<file path="config.mk">
export PLATFORM = sky130hd
export DESIGN_NAME = unary_bounded_arith
export DESIGN_NICKNAME = d
export VERILOG_FILES = /design/src/rtl/unary_bounded_arith.sv
export SDC_FILE = /design/constraint.sdc
export NUM_CORES = 1
export LEC_CHECK = 0
export BUFFER_PORTS_ARGS = -buffer_cell sky130_fd_sc_hd__buf_2
export CORE_MARGIN = 4
export CORE_UTILIZATION = 55
export CTS_BUF_LIST = sky130_fd_sc_hd__clkbuf_16
export CTS_CLUSTER_DIAMETER = 60
export DETAILED_ROUTE_END_ITERATION = 6
export PLACE_DENSITY = 0.85
export SKIP_CTS_REPAIR_TIMING = 1
export SYNTH_ARGS = -nofsm -noshare
export SYNTH_HDL_FRONTEND = slang
export SYNTH_SLANG_ARGS = --single-unit
</file>
<file path="constraint.sdc">
create_clock -name clk -period 11.2 [get_ports clk]
set_clock_uncertainty 0.1 [all_clocks]
set_input_delay 0.56 -clock clk [delete_from_list [all_inputs] [get_ports clk]]
set_output_delay 0.56 -clock clk [all_outputs]
set_load 0.01 [all_outputs]
</file>
<file path="src/rtl/unary_bounded_arith.sv">
// unary_bounded_arith: bit-serial unary MUL/ADD/MIN/MAX that emits result
// bits early, steered by running lower/upper bounds of the final value.
module unary_bounded_arith #(
    parameter int STREAM_LEN  = 32,
    parameter int EPSILON     = 2,
    parameter int COUNT_WIDTH = $clog2(STREAM_LEN + 1)
) (
    input  logic                   clk,
    input  logic                   reset,
    input  logic                   start,
    input  logic [1:0]             mode,
    input  logic                   a,
    input  logic                   b,
    input  logic [1:0]             ready,
    output logic                   y,
    output logic                   valid,
    output logic                   done,
    output logic [COUNT_WIDTH-1:0] result_ones,
    output logic                   err
);

    localparam int PW    = 2 * COUNT_WIDTH;
    localparam int SHIFT = $clog2(STREAM_LEN);

    localparam logic [COUNT_WIDTH-1:0] LEN    = COUNT_WIDTH'(STREAM_LEN);
    localparam logic [PW-1:0]          LEN_W  = PW'(STREAM_LEN);
    localparam logic [PW-1:0]          LEN_M1 = PW'(STREAM_LEN - 1);
    localparam logic [PW-1:0]          ONE_W  = PW'(1);
    localparam logic [PW-1:0]          EPS_W  = PW'(EPSILON);

    typedef enum logic [1:0] {
        IDLE,
        RUN,
        FLUSH,
        DONE
    } state_t;

    typedef enum logic [1:0] {
        MUL,
        ADD,
        MIN,
        MAX
    } op_t;

    state_t state, state_nxt;
    op_t    op, op_nxt;

    logic [COUNT_WIDTH-1:0] a_ones, a_ones_nxt;
    logic [COUNT_WIDTH-1:0] a_cnt, a_cnt_nxt;
    logic [COUNT_WIDTH-1:0] b_ones, b_ones_nxt;
    logic [COUNT_WIDTH-1:0] b_cnt, b_cnt_nxt;
    logic [COUNT_WIDTH-1:0] y_cnt, y_cnt_nxt;
    logic [COUNT_WIDTH-1:0] result_nxt;
    logic                   err_nxt;
    logic                   y_nxt;
    logic                   valid_nxt;

    logic [PW-1:0] lo_a, hi_a, lo_b, hi_b;
    logic [PW-1:0] lo, hi;
    logic [PW-1:0] r_w, dl, dh, gap;

    logic dec_emit, dec_bit;
    logic emit_go, emit_bit;
    logic a_full, b_full, ovf;

    assign a_full = (a_cnt == LEN);
    assign b_full = (b_cnt == LEN);
    assign ovf    = (ready[0] && a_full) || (ready[1] && b_full);
    assign done   = (state == DONE);

    // Bounds of the final result given the bits still outstanding.
    always_comb begin
        lo_a = PW'(a_ones);
        hi_a = PW'(a_ones) + LEN_W - PW'(a_cnt);
        lo_b = PW'(b_ones);
        hi_b = PW'(b_ones) + LEN_W - PW'(b_cnt);
        lo   = '0;
        hi   = '0;
        unique case (op)
            MUL: begin
                lo = (lo_a * lo_b) >> SHIFT;
                hi = (hi_a * hi_b + LEN_M1) >> SHIFT;
            end
            ADD: begin
                lo = (lo_a + lo_b) >> 1;
                hi = (hi_a + hi_b + ONE_W) >> 1;
            end
            MIN: begin
                lo = (lo_a < lo_b) ? lo_a : lo_b;
                hi = (hi_a < hi_b) ? hi_a : hi_b;
            end
            MAX: begin
                lo = (lo_a > lo_b) ? lo_a : lo_b;
                hi = (hi_a > hi_b) ? hi_a : hi_b;
            end
            default: begin
                lo = '0;
                hi = '0;
            end
        endcase
    end

    always_comb begin
        r_w      = PW'(result_ones);
        dl       = r_w - lo;
        dh       = hi - r_w;
        gap      = (dl > dh) ? (dl - dh) : (dh - dl);
        dec_emit = 1'b1;
        dec_bit  = 1'b0;
        if (r_w < lo) begin
            dec_bit = 1'b1;
        end else if (r_w >= hi) begin
            dec_bit = 1'b0;
        end else if (gap <= EPS_W) begin
            dec_emit = 1'b0;
        end else begin
            dec_bit = (dl < dh);
        end
    end

    // FLUSH has lo == hi, so it simply walks result_ones toward lo.
    always_comb begin
        emit_go  = 1'b0;
        emit_bit = 1'b0;
        if (state == FLUSH) begin
            emit_go  = 1'b1;
            emit_bit = (r_w < lo);
        end else if (state == RUN && |ready && y_cnt < LEN && dec_emit) begin
            emit_go  = 1'b1;
            emit_bit = dec_bit;
        end
    end

    always_comb begin
        state_nxt  = state;
        op_nxt     = op;
        a_ones_nxt = a_ones;
        a_cnt_nxt  = a_cnt;
        b_ones_nxt = b_ones;
        b_cnt_nxt  = b_cnt;
        y_cnt_nxt  = y_cnt;
        result_nxt = result_ones;
        err_nxt    = err;
        y_nxt      = y;
        valid_nxt  = 1'b0;

        if (emit_go) begin
            y_nxt      = emit_bit;
            valid_nxt  = 1'b1;
            y_cnt_nxt  = y_cnt + 1'b1;
            result_nxt = result_ones + COUNT_WIDTH'(emit_bit);
        end

        unique case (state)
            IDLE, DONE: begin
                if (start) begin
                    state_nxt  = RUN;
                    op_nxt     = op_t'(mode);
                    a_ones_nxt = '0;
                    a_cnt_nxt  = '0;
                    b_ones_nxt = '0;
                    b_cnt_nxt  = '0;
                    y_cnt_nxt  = '0;
                    result_nxt = '0;
                    err_nxt    = 1'b0;
                end else if (state == DONE && ovf) begin
                    err_nxt = 1'b1;
                end
            end
            RUN: begin
                if (ready[0] && !a_full) begin
                    a_cnt_nxt  = a_cnt + 1'b1;
                    a_ones_nxt = a_ones + COUNT_WIDTH'(a);
                end
                if (ready[1] && !b_full) begin
                    b_cnt_nxt  = b_cnt + 1'b1;
                    b_ones_nxt = b_ones + COUNT_WIDTH'(b);
                end
                if (ovf) begin
                    err_nxt = 1'b1;
                end
                if (a_full && b_full) begin
                    state_nxt = (y_cnt_nxt == LEN) ? DONE : FLUSH;
                end
            end
            FLUSH: begin
                if (ovf) begin
                    err_nxt = 1'b1;
                end
                if (y_cnt_nxt == LEN) begin
                    state_nxt = DONE;
                end
            end
            default: state_nxt = IDLE;
        endcase
    end

    always_ff @(posedge clk) begin
        if (!reset) begin
            state       <= IDLE;
            op          <= MUL;
            a_ones      <= '0;
            a_cnt       <= '0;
            b_ones      <= '0;
            b_cnt       <= '0;
            y_cnt       <= '0;
            result_ones <= '0;
            err         <= 1'b0;
            y           <= 1'b0;
            valid       <= 1'b0;
        end else begin
            state       <= state_nxt;
            op          <= op_nxt;
            a_ones      <= a_ones_nxt;
            a_cnt       <= a_cnt_nxt;
            b_ones      <= b_ones_nxt;
            b_cnt       <= b_cnt_nxt;
            y_cnt       <= y_cnt_nxt;
            result_ones <= result_nxt;
            err         <= err_nxt;
            y           <= y_nxt;
            valid       <= valid_nxt;
        end
    end

endmodule

</file>
; Yosys cells after proc, flatten, opt, wreduce, memory -nomap -nowiden
; Cells that the tools add are included.
[classes]
add_sub_neg = 18
multipliers = 2
order_cmp = 10
n_eq_ne = 16
muxes = 42
reduce_logical = 23
[ops]
columns = cell, count
row1 = $pmux 12 s4, 2
row2 = $mux 6, 13
row3 = $pmux 6 s2, 4
row4 = $mux 12, 3
row5 = $gt 12x12->1, 2
row6 = $lt 12x12->1, 2
row7 = $sub 12x12->12, 2
row8 = $add 6x1->6, 3
row9 = $add 6x1->6 const B, 3
row10 = $eq 6x6->1 const B, 3
row11 = $sub 7x6->8, 2
row12 = $mux 1, 15
row13 = $add 6x6->7 const B, 2
row14 = $add 12x5->12 const B, 1
row15 = $ge 6x12->1, 1
row16 = $le 12x2->1 const B, 1
row17 = $lt 6x12->1, 1
row18 = $mul 6x6->12, 1
row19 = $mul 8x8->12, 1
row20 = $sub 12x6->12, 1
row21 = $sub 6x12->12, 1
row22 = $add 9x2->10 const B, 1
row23 = $ne 2x1->1 const B, 5
row24 = $add 8x8->9, 1
row25 = 19 further kinds, 40
[word_totals]
register_bits = 43
in_bits = 9
output_inout_bits = 10

; Longest topological paths before layout
; Gate-level depths: netlist of run 1.
[depth]
depth_word = 20
depth_mapped = 51

; Least setup slack after synthesis of run 1
; OpenSTA, ideal clock, no wires.
[synth_path]
path_type = register to register
startpoint = register b_cnt[1]
endpoint = register result_ones[5]
setup_time_ps = 128
arrival_ps = 10323
t_required_ps = 10972
path_slack_ps = 649
stages_incl_launch_ff = 46
path_buffers = 1
synth_period_minus_slack_ps = 10551
cell_sequence = dfxtp_1 -> inv_1 -> ha_1 -> ha_1 -> fa_1 -> a21o_1 -> a21oi_1 -> xnor2_1 -> inv_1 -> nand2_1 -> fa_1 -> fa_1 -> inv_1 -> fa_1 -> inv_1 -> fa_1 -> inv_1 -> ha_1 -> [... 10 more ...] -> or2_2 -> nand3_1 -> ha_1 -> nand4_2 -> or4_4 -> o21ai_4 -> mux2_4 -> mux2i_1 -> or4_4 -> nor4_4 -> a21oi_2 -> clkbuf_1 -> and2_1 -> ha_1 -> and4_1 -> nand3_1 -> xnor2_1 -> nor2_1
[synth_between]
elab_chain_cells = 18
elab_cells_between_ends = 33
cone_classes = add/sub: 8 / mul: 1 / order compare: 6 / mux: 17 / reduce/logical: 1
[synth_lines]
columns = element, line_no
row1 = "start, declared", 51  ; logic [COUNT_WIDTH-1:0] b_cnt, b_cnt_nxt;
row2 = "start signal, assigned", 217  ; b_cnt <= b_cnt_nxt;
row3 = $sub 7x6->8 *, 76  ; hi_b = PW'(b_ones) + LEN_W - PW'(b_cnt);
row4 = "$mul 8x8->12, or another cell as far along", 82  ; hi = (hi_a * hi_b + LEN_M1) >> SHIFT;
row5 = "$add 12x5->12, or another cell as far along", 82
row6 = $pmux 12 s4 *, 79  ; unique case (op)
row7 = $sub 12x6->12, 106  ; dh = hi - r_w;
row8 = $sub 12x12->12 / $gt 12x12->1 (equally long branches), 107  ; gap = (dl > dh) ? (dl - dh) : (dh - dl);
row9 = $mux 12, 107
row10 = $le 12x2->1, 114  ; end else if (gap <= EPS_W) begin
row11 = [... 3 more ...], -
row12 = $logic_and 1x1->1, 128  ; end else if (state == RUN && |ready && y_cnt < LEN && dec_emit) begin
row13 = $mux 1 *, 128
row14 = $mux 1 *, 125  ; if (state == FLUSH) begin
row15 = net emit_bit, 63  ; logic emit_go, emit_bit;
row16 = $add 6x1->6 *, 151  ; result_nxt = result_ones + COUNT_WIDTH'(emit_bit);
row17 = $mux 6 *, 147  ; if (emit_go) begin
row18 = $mux 6, 156  ; if (start) begin
row19 = $mux 6 *, 154  ; unique case (state)
row20 = "end signal, assigned", 219  ; result_ones <= result_nxt;
row21 = "end, declared", 18  ; output logic [COUNT_WIDTH-1:0] result_ones,
; Mark *: on every way through the listed nets, which the timed path passes. The rest lies on a longest branch.
; A chain may end at the register's enable or synchronous reset.

; Worst setup path after layout of run 1
[layout_path]
startpoint = register b_cnt[2]
endpoint = register state[0]
[layout_between]
elab_chain_cells = 19
elab_cells_between_ends = 33
cone_classes = add/sub: 7 / mul: 1 / order compare: 5 / eq/ne: 4 / mux: 13 / reduce/logical: 3
[layout_lines]
columns = element, line_no
row1 = $sub 7x6->8, 76
row2 = "$mul 8x8->12, or another cell as far along", 82
row3 = "$add 12x5->12, or another cell as far along", 82
row4 = $pmux 12 s4, 79
row5 = $sub 12x6->12, 106
row6 = $sub 12x12->12 / $gt 12x12->1 (equally long branches), 107
row7 = $mux 12, 107
row8 = $le 12x2->1, 114
row9 = [... 3 more ...], -
row10 = $logic_and 1x1->1, 128
row11 = $mux 1, 128
row12 = $mux 1, 125
row13 = $mux 6, 147
row14 = $eq 6x6->1, "183, 190"
row15 = $mux 1, 183  ; state_nxt = (y_cnt_nxt == LEN) ? DONE : FLUSH;
row16 = $mux 2, 182  ; if (a_full && b_full) begin
row17 = $pmux 2 s3, 154
row18 = "end signal, assigned", 212  ; state <= state_nxt;
row19 = "end, declared", 45  ; state_t state, state_nxt;
; Parallel ways exist; a longest one is shown, timed or not. The select of a mux whose other input is x is not followed.

==> results of run 1 <==
metrics by stage:
stage	hold slack [ps]	instances	TNS [ps]	setup slack, ps	cell area (um2)
floorplan	363	1144	0	649	8880
global placement	355	1382	0	60.5	9380
detailed placement	365	1382	-533	-226	9380
global route	406	1404	0	0.711	9820
finish	379	1404	0	328	9820
CTS	379	1390	-599	-270	9520
final cells by class:
type                            count  share of cell area [%]
Clock buffer                        5                    1.27
Clock inverter                      3                   0.153
Inverter                          166                    6.35
Multi-Input combinational cell    905                    76.1
Sequential cell                    43                    8.79
Tap cell                          216                    2.75
Timing Repair Buffer               66                    4.59
layout by cell type, fill, tap and decap left out, types with 5 or more instances in the layout:
master,n
buf_2,18
ha_1,137
nand2b_1,18
o21ai_0,40
nor3_1,19
o211a_1,5
and3_1,5
nand4_1,16
mux2i_1,15
xnor2_1,47
clkbuf_16,5
dfxtp_1,41
buf_4,48
o21a_1,17
or3_1,7
a211oi_1,9
o22ai_1,5
o21ai_1,6
xor2_1,22
a21oi_1,69
o211ai_1,11
nor2b_1,20
nand2_1,92
mux2_2,5
inv_1,164
nor2_1,132
or2_2,6
fa_1,62
nand3_1,20
a21o_1,14
and2_1,17
cells by family after synthesis:
logic type,count (synthesis),synth area share [%]
AND/OR/NAND/NOR,374,20.1
AO/OA/AOI/OAI,227,16.6
adder cells (fa/ha/maj),201,33.6
buffers and inverters,197,8.44
XOR/XNOR,75,7.87
flip-flops,43,9.69
multiplexers,27,3.73
registers in the layout (all words and copies together), names as in the netlist:
register,count
err,1
a_cnt,6
state,2
b_ones,6
result_ones,6
y,1
b_cnt,6
valid,1
op,2
y_cnt,6
a_ones,6
layer usage:
| layer | track usage (%) | share of wire, % | up-vias |
|---|---|---|---|
| li1 | - | - | 3930 |
| met2 | 41.5 | 49 | 336 |
| met1 | 32.9 | 42 | 3798 |
| met4 | 5.10 | 1.7 | 2 |
| met5 | 0 | 0.057 | - |
| met3 | 4.66 | 7.8 | 43 |
final timing paths:
path,from,to,slack [ps],depth (start not counted)
max reg2reg,b_cnt[2]$_SDFFE_PN0P_,state[0]$_SDFFE_PN0P_,330,42
max,b_cnt[2]$_SDFFE_PN0P_,state[0]$_SDFFE_PN0P_,330,42
min,err$_SDFFE_PN0P_,err$_SDFFE_PN0P_,380,2
min reg2reg,err$_SDFFE_PN0P_,err$_SDFFE_PN0P_,380,2
worst max-delay path: cells and delay by family (launching register included):
family / cells / cell delay (ps)
and+or+nand+nor: 8 / 1440
DFF: 1 / 380
adders and majority gates: 9 / 3390
AOI/OAI and AO/OA: 15 / 3650
muxes: 2 / 810
buffers and inverters: 6 / 600
xor gates and xnor gates: 2 / 410
==> reports/summary.txt, run 1 <==
Post-synth EDFFs: 0
Multi-input gate area: 7470 um2
Min Tclk post-route: 10870 ps
Outcome: complete, no violations
H-Tree Depth: 2
WS Path Type: flip-flop to flip-flop
Most frequent cell after synthesis: inv_1
Ports: 19
Final Max Tran Viols: 0
CP startpoint kind: flip-flop
Largest net degree at the start of global routing: 46
CP Capture Type: flip-flop
Area growth syn-to-layout: 10.5%
Worst-margin pin slew: 1180 ps
Relative slew margins: 21.2%
Layout Nets: 1397
Fill count: 1367
Overflow after GRT: 0
Ant diodes: 0
Crit-path max cell delay: 540 ps
Top-area cell type share of the netlist area: 19.4%
Hold crit path type: flip-flop to flip-flop
Placeable Area: 15900 um2
Hold Vio Cnt, Final: 0
ANT nets after route: 0
Worst path arrival time: 10980 ps
RSZ-0062 raised after global routing: false
Initial core utilization: 55.9%
Ys Warns: 0
Clk slew on worst S/H paths: 60 ps
Area contributors post-synth: ha_1, fa_1, dfxtp_1
Final worst-path cycle share: 97.1%
Slowest cell on the critical path: fa_1
Synth unique cells: 76
Die height: 135 um
Commonest cells post-synth: inv_1, ha_1, nor2_1, nand2_1, a21oi_1
CTS tree: built
Final WL: 22900 um
Initial drt markers: 696
RD Place Congestion: 0.977
#FFs+latches synth: 43
Via count: 8109
CP required: 11310 ps
DR pass1 iterations: 5
WL per Instance: 16.3 um
Clk buf depth: 2
Fmax: 0.0920 GHz
Syn_nets: 1354
FFs w/ async S/R, synth: 0%
Post-Synthesis Cells: 1144
Cell area after synthesis: 8880 um2
Num rows: 46
Worst-Skew Late Latency: 290 ps
Max cap viols: 0
Num CTS Buffers: 5
DRC: 0
Vias in the first global route: 7796
Die area: 18300 um2
Port bufs: 18
First-pass GRT wire length: 37100 um
CTS root buf: clkbuf_16
Share of layout cells above drive strength 1: 10.8%
Register Area: 863 um2
Avg Synthesized Cell Area: 7.77 um2
Predominant post-synthesis flop cell: dfxtp_1
Dominant cell type by area after synthesis: ha_1
Crit path max fanout: 7
Vias per inst: 5.78
Final setup vio count: 0
Total track usage: 24.5%
Util after Layout: 61.8%
Register area share after synthesis: 9.69%
Dpl hpwl: 18200 um
Initial antenna violation count: 1
Most frequent CP cell: ha_1
Clock tree sinks: 43
Horiz. Die Dim: 135 um
Power of run 1 is not shown: default switching activity piles up to over one toggle a cycle in this logic, so the estimate is an artifact.
==> run 2: changes to the inputs <==
--- a/config.mk
+++ b/config.mk
@@ -5,6 +5,7 @@
 export SDC_FILE = /design/constraint.sdc
 export NUM_CORES = 1
 export LEC_CHECK = 0
+export ABC_AREA = 1
 export BUFFER_PORTS_ARGS = -buffer_cell sky130_fd_sc_hd__buf_2
 export CORE_MARGIN = 4
 export CORE_UTILIZATION = 55
==> reports/summary.txt, run 2 <==
Num rows: 46 (unchanged)
Top-area cell type share of the netlist area: 19.6% (+0.15 points)
Dpl hpwl: 19000 um (+4.5%)
Ports: 19 (unchanged)
Clk slew on worst S/H paths: 70 ps (about the same)
Die height: 135 um (-0.37%)
Cell area after synthesis: 8810 um2 (-0.79%)
Area contributors post-synth: ha_1, fa_1, inv_1
Most frequent CP cell: nand2_1
Die area: 18100 um2 (-0.75%)
Register area share after synthesis: 9.77% (+0.077 points)
Fmax: 0.0978 GHz (+6.3%)
Worst-margin pin slew: 786 ps (-396 ps)
Clk buf depth: 2 (unchanged)
Overflow after GRT: 0 (unchanged)
Max cap viols: 0 (unchanged)
Post-Synthesis Cells: 1313 (+15%)
Vias in the first global route: 8216 (+5.4%)
Most frequent cell after synthesis: inv_1
Post-synth EDFFs: 0 (unchanged)
Final WL: 23100 um (+0.91%)
CTS root buf: clkbuf_16
CTS tree: built
Vias per inst: 5.57 (-3.6%)
RSZ-0062 raised after global routing: false
Final worst-path cycle share: 91.3% (-5.8 points)
Synth unique cells: 52 (-32%)
DR pass1 iterations: 5 (unchanged)
#FFs+latches synth: 43 (unchanged)
Setup TNS: 0 ps (unchanged)
Placeable Area: 15800 um2 (-0.72%)
CP startpoint kind: flip-flop
Crit-path max cell delay: 550 ps (about the same)
Syn_nets: 1523 (+12%)
WL per Instance: 15.1 um (-7.6%)
Relative slew margins: 47.4% (+26 points)
Ys Warns: 0 (unchanged)
Layout Nets: 1527 (+9.3%)
Final setup vio count: 0 (unchanged)
Final Max Tran Viols: 0 (unchanged)
Predominant post-synthesis flop cell: dfxtp_1
Worst-Skew Late Latency: 290 ps (about the same)
Horiz. Die Dim: 135 um (-0.37%)
Initial drt markers: 738 (+6.0%)
Largest net degree at the start of global routing: 18 (-61%)
Multi-input gate area: 6820 um2 (-8.8%)
Clock tree sinks: 43 (unchanged)
CP Capture Type: flip-flop
Dominant cell type by area after synthesis: ha_1
Avg Synthesized Cell Area: 6.71 um2 (-14%)
Initial antenna violation count: 0 (-1)
CP required: 11280 ps (-30 ps)
Crit path max fanout: 14 (+7)
Fill count: 1484 (+8.6%)
Port bufs: 18 (unchanged)
DRC: 0 (unchanged)
H-Tree Depth: 2 (unchanged)
Outcome: complete, no violations
Num CTS Buffers: 5 (unchanged)
Most common cell after layout, fill and taps aside: inv_1
Most frequent cells in the layout: inv_1, nand2_1, ha_1
ANT nets after route: 0 (unchanged)
Worst path arrival time: 10300 ps (-680 ps)
WS Path Type: flip-flop to flip-flop
Ant diodes: 0 (unchanged)
Total track usage: 25.7% (+1.2 points)
Commonest cells post-synth: inv_1, nand2_1, ha_1, a21oi_1, nor2_1
Share of layout cells above drive strength 1: 5.46% (-5.3 points)
Min Tclk post-route: 10220 ps (-648 ps)
FFs w/ async S/R, synth: 0% (unchanged)
First-pass GRT wire length: 38600 um (+4.2%)
Register Area: 868 um2 (+0.58%)
Initial core utilization: 55.9% (about the same)
Via count: 8543 (+5.4%)
Area growth syn-to-layout: 5.27%
Hold Vio Cnt, Final: 0 (unchanged)
RD Place Congestion: 0.999 (+2.2%)
Hold crit path type: flip-flop to flip-flop
Slowest cell on the critical path: fa_1
==> run 2: critical path, delay by kind of cell, from the launching register on <==
family | cells | cell delay, ps
adders and majority gates | 12 | 4500
and+or+nand+nor | 23 | 3120
DFF | 1 | 410
xor gates and xnor gates | 1 | 180
buffers and inverters | 10 | 1030
AOI/OAI and AO/OA | 7 | 770
==> run 2: cell type report <==
type | count | share of cell area, %
clock buffer | 5 | 1.35
clock inverter | 3 | 0.472
inverter | 280 | 11.3
multi-input combinational | 967 | 73.4
sequential | 43 | 9.36
tap | 216 | 2.91
timing repair buffer | 20 | 1.13
==> run 2: stage by stage <==
stage	utilization, %	std cells	setup slack (ps)	hold slack (ps)	instance area, um2
finish	58.8	1534	976	371	9280
global route	58.8	1534	1.22	399	9280
floorplan	-	1313	1880	372	8810
detailed placement	57.6	1526	606	358	9080
CTS	58.7	1534	609	368	9250
global placement	57.6	1526	983	334	9080
==> run 2: kinds of logic (layout without fill, tap and decap cells) <==
logic type	count (synthesis)	in the layout	synth area share, %
xor+xnor	38	38	3.86
flops	43	43	9.77
simple gates	490	490	23.9
fa+ha+maj	201	201	33.9
buf+inv	303	308	13.1
compound gates	238	238	15.4
==> run 2: layer usage <==
| metal | global-route usage (%) | wire (um) | share of wire [%] |
|---|---|---|---|
| met5 | 0 | 0 | 0 |
| met4 | 10.3 | 856 | 3.7 |
| met3 | 3.99 | 1700 | 7.4 |
| met2 | 43.9 | 10900 | 47 |
| met1 | 32.7 | 9620 | 42 |
==> run 2: final timing paths <==
kind	cells after the start	to	slack (ps)	start
min reg2reg	2	y$_SDFFE_PN0N_	370	y$_SDFFE_PN0N_
min	2	y$_SDFFE_PN0N_	370	y$_SDFFE_PN0N_
max reg2reg	53	result_ones[1]$_SDFF_PN0_	980	a_ones[0]$_SDFFE_PN0P_
max	53	result_ones[1]$_SDFF_PN0_	980	a_ones[0]$_SDFFE_PN0P_
Power of run 2 is left out for the same reason.
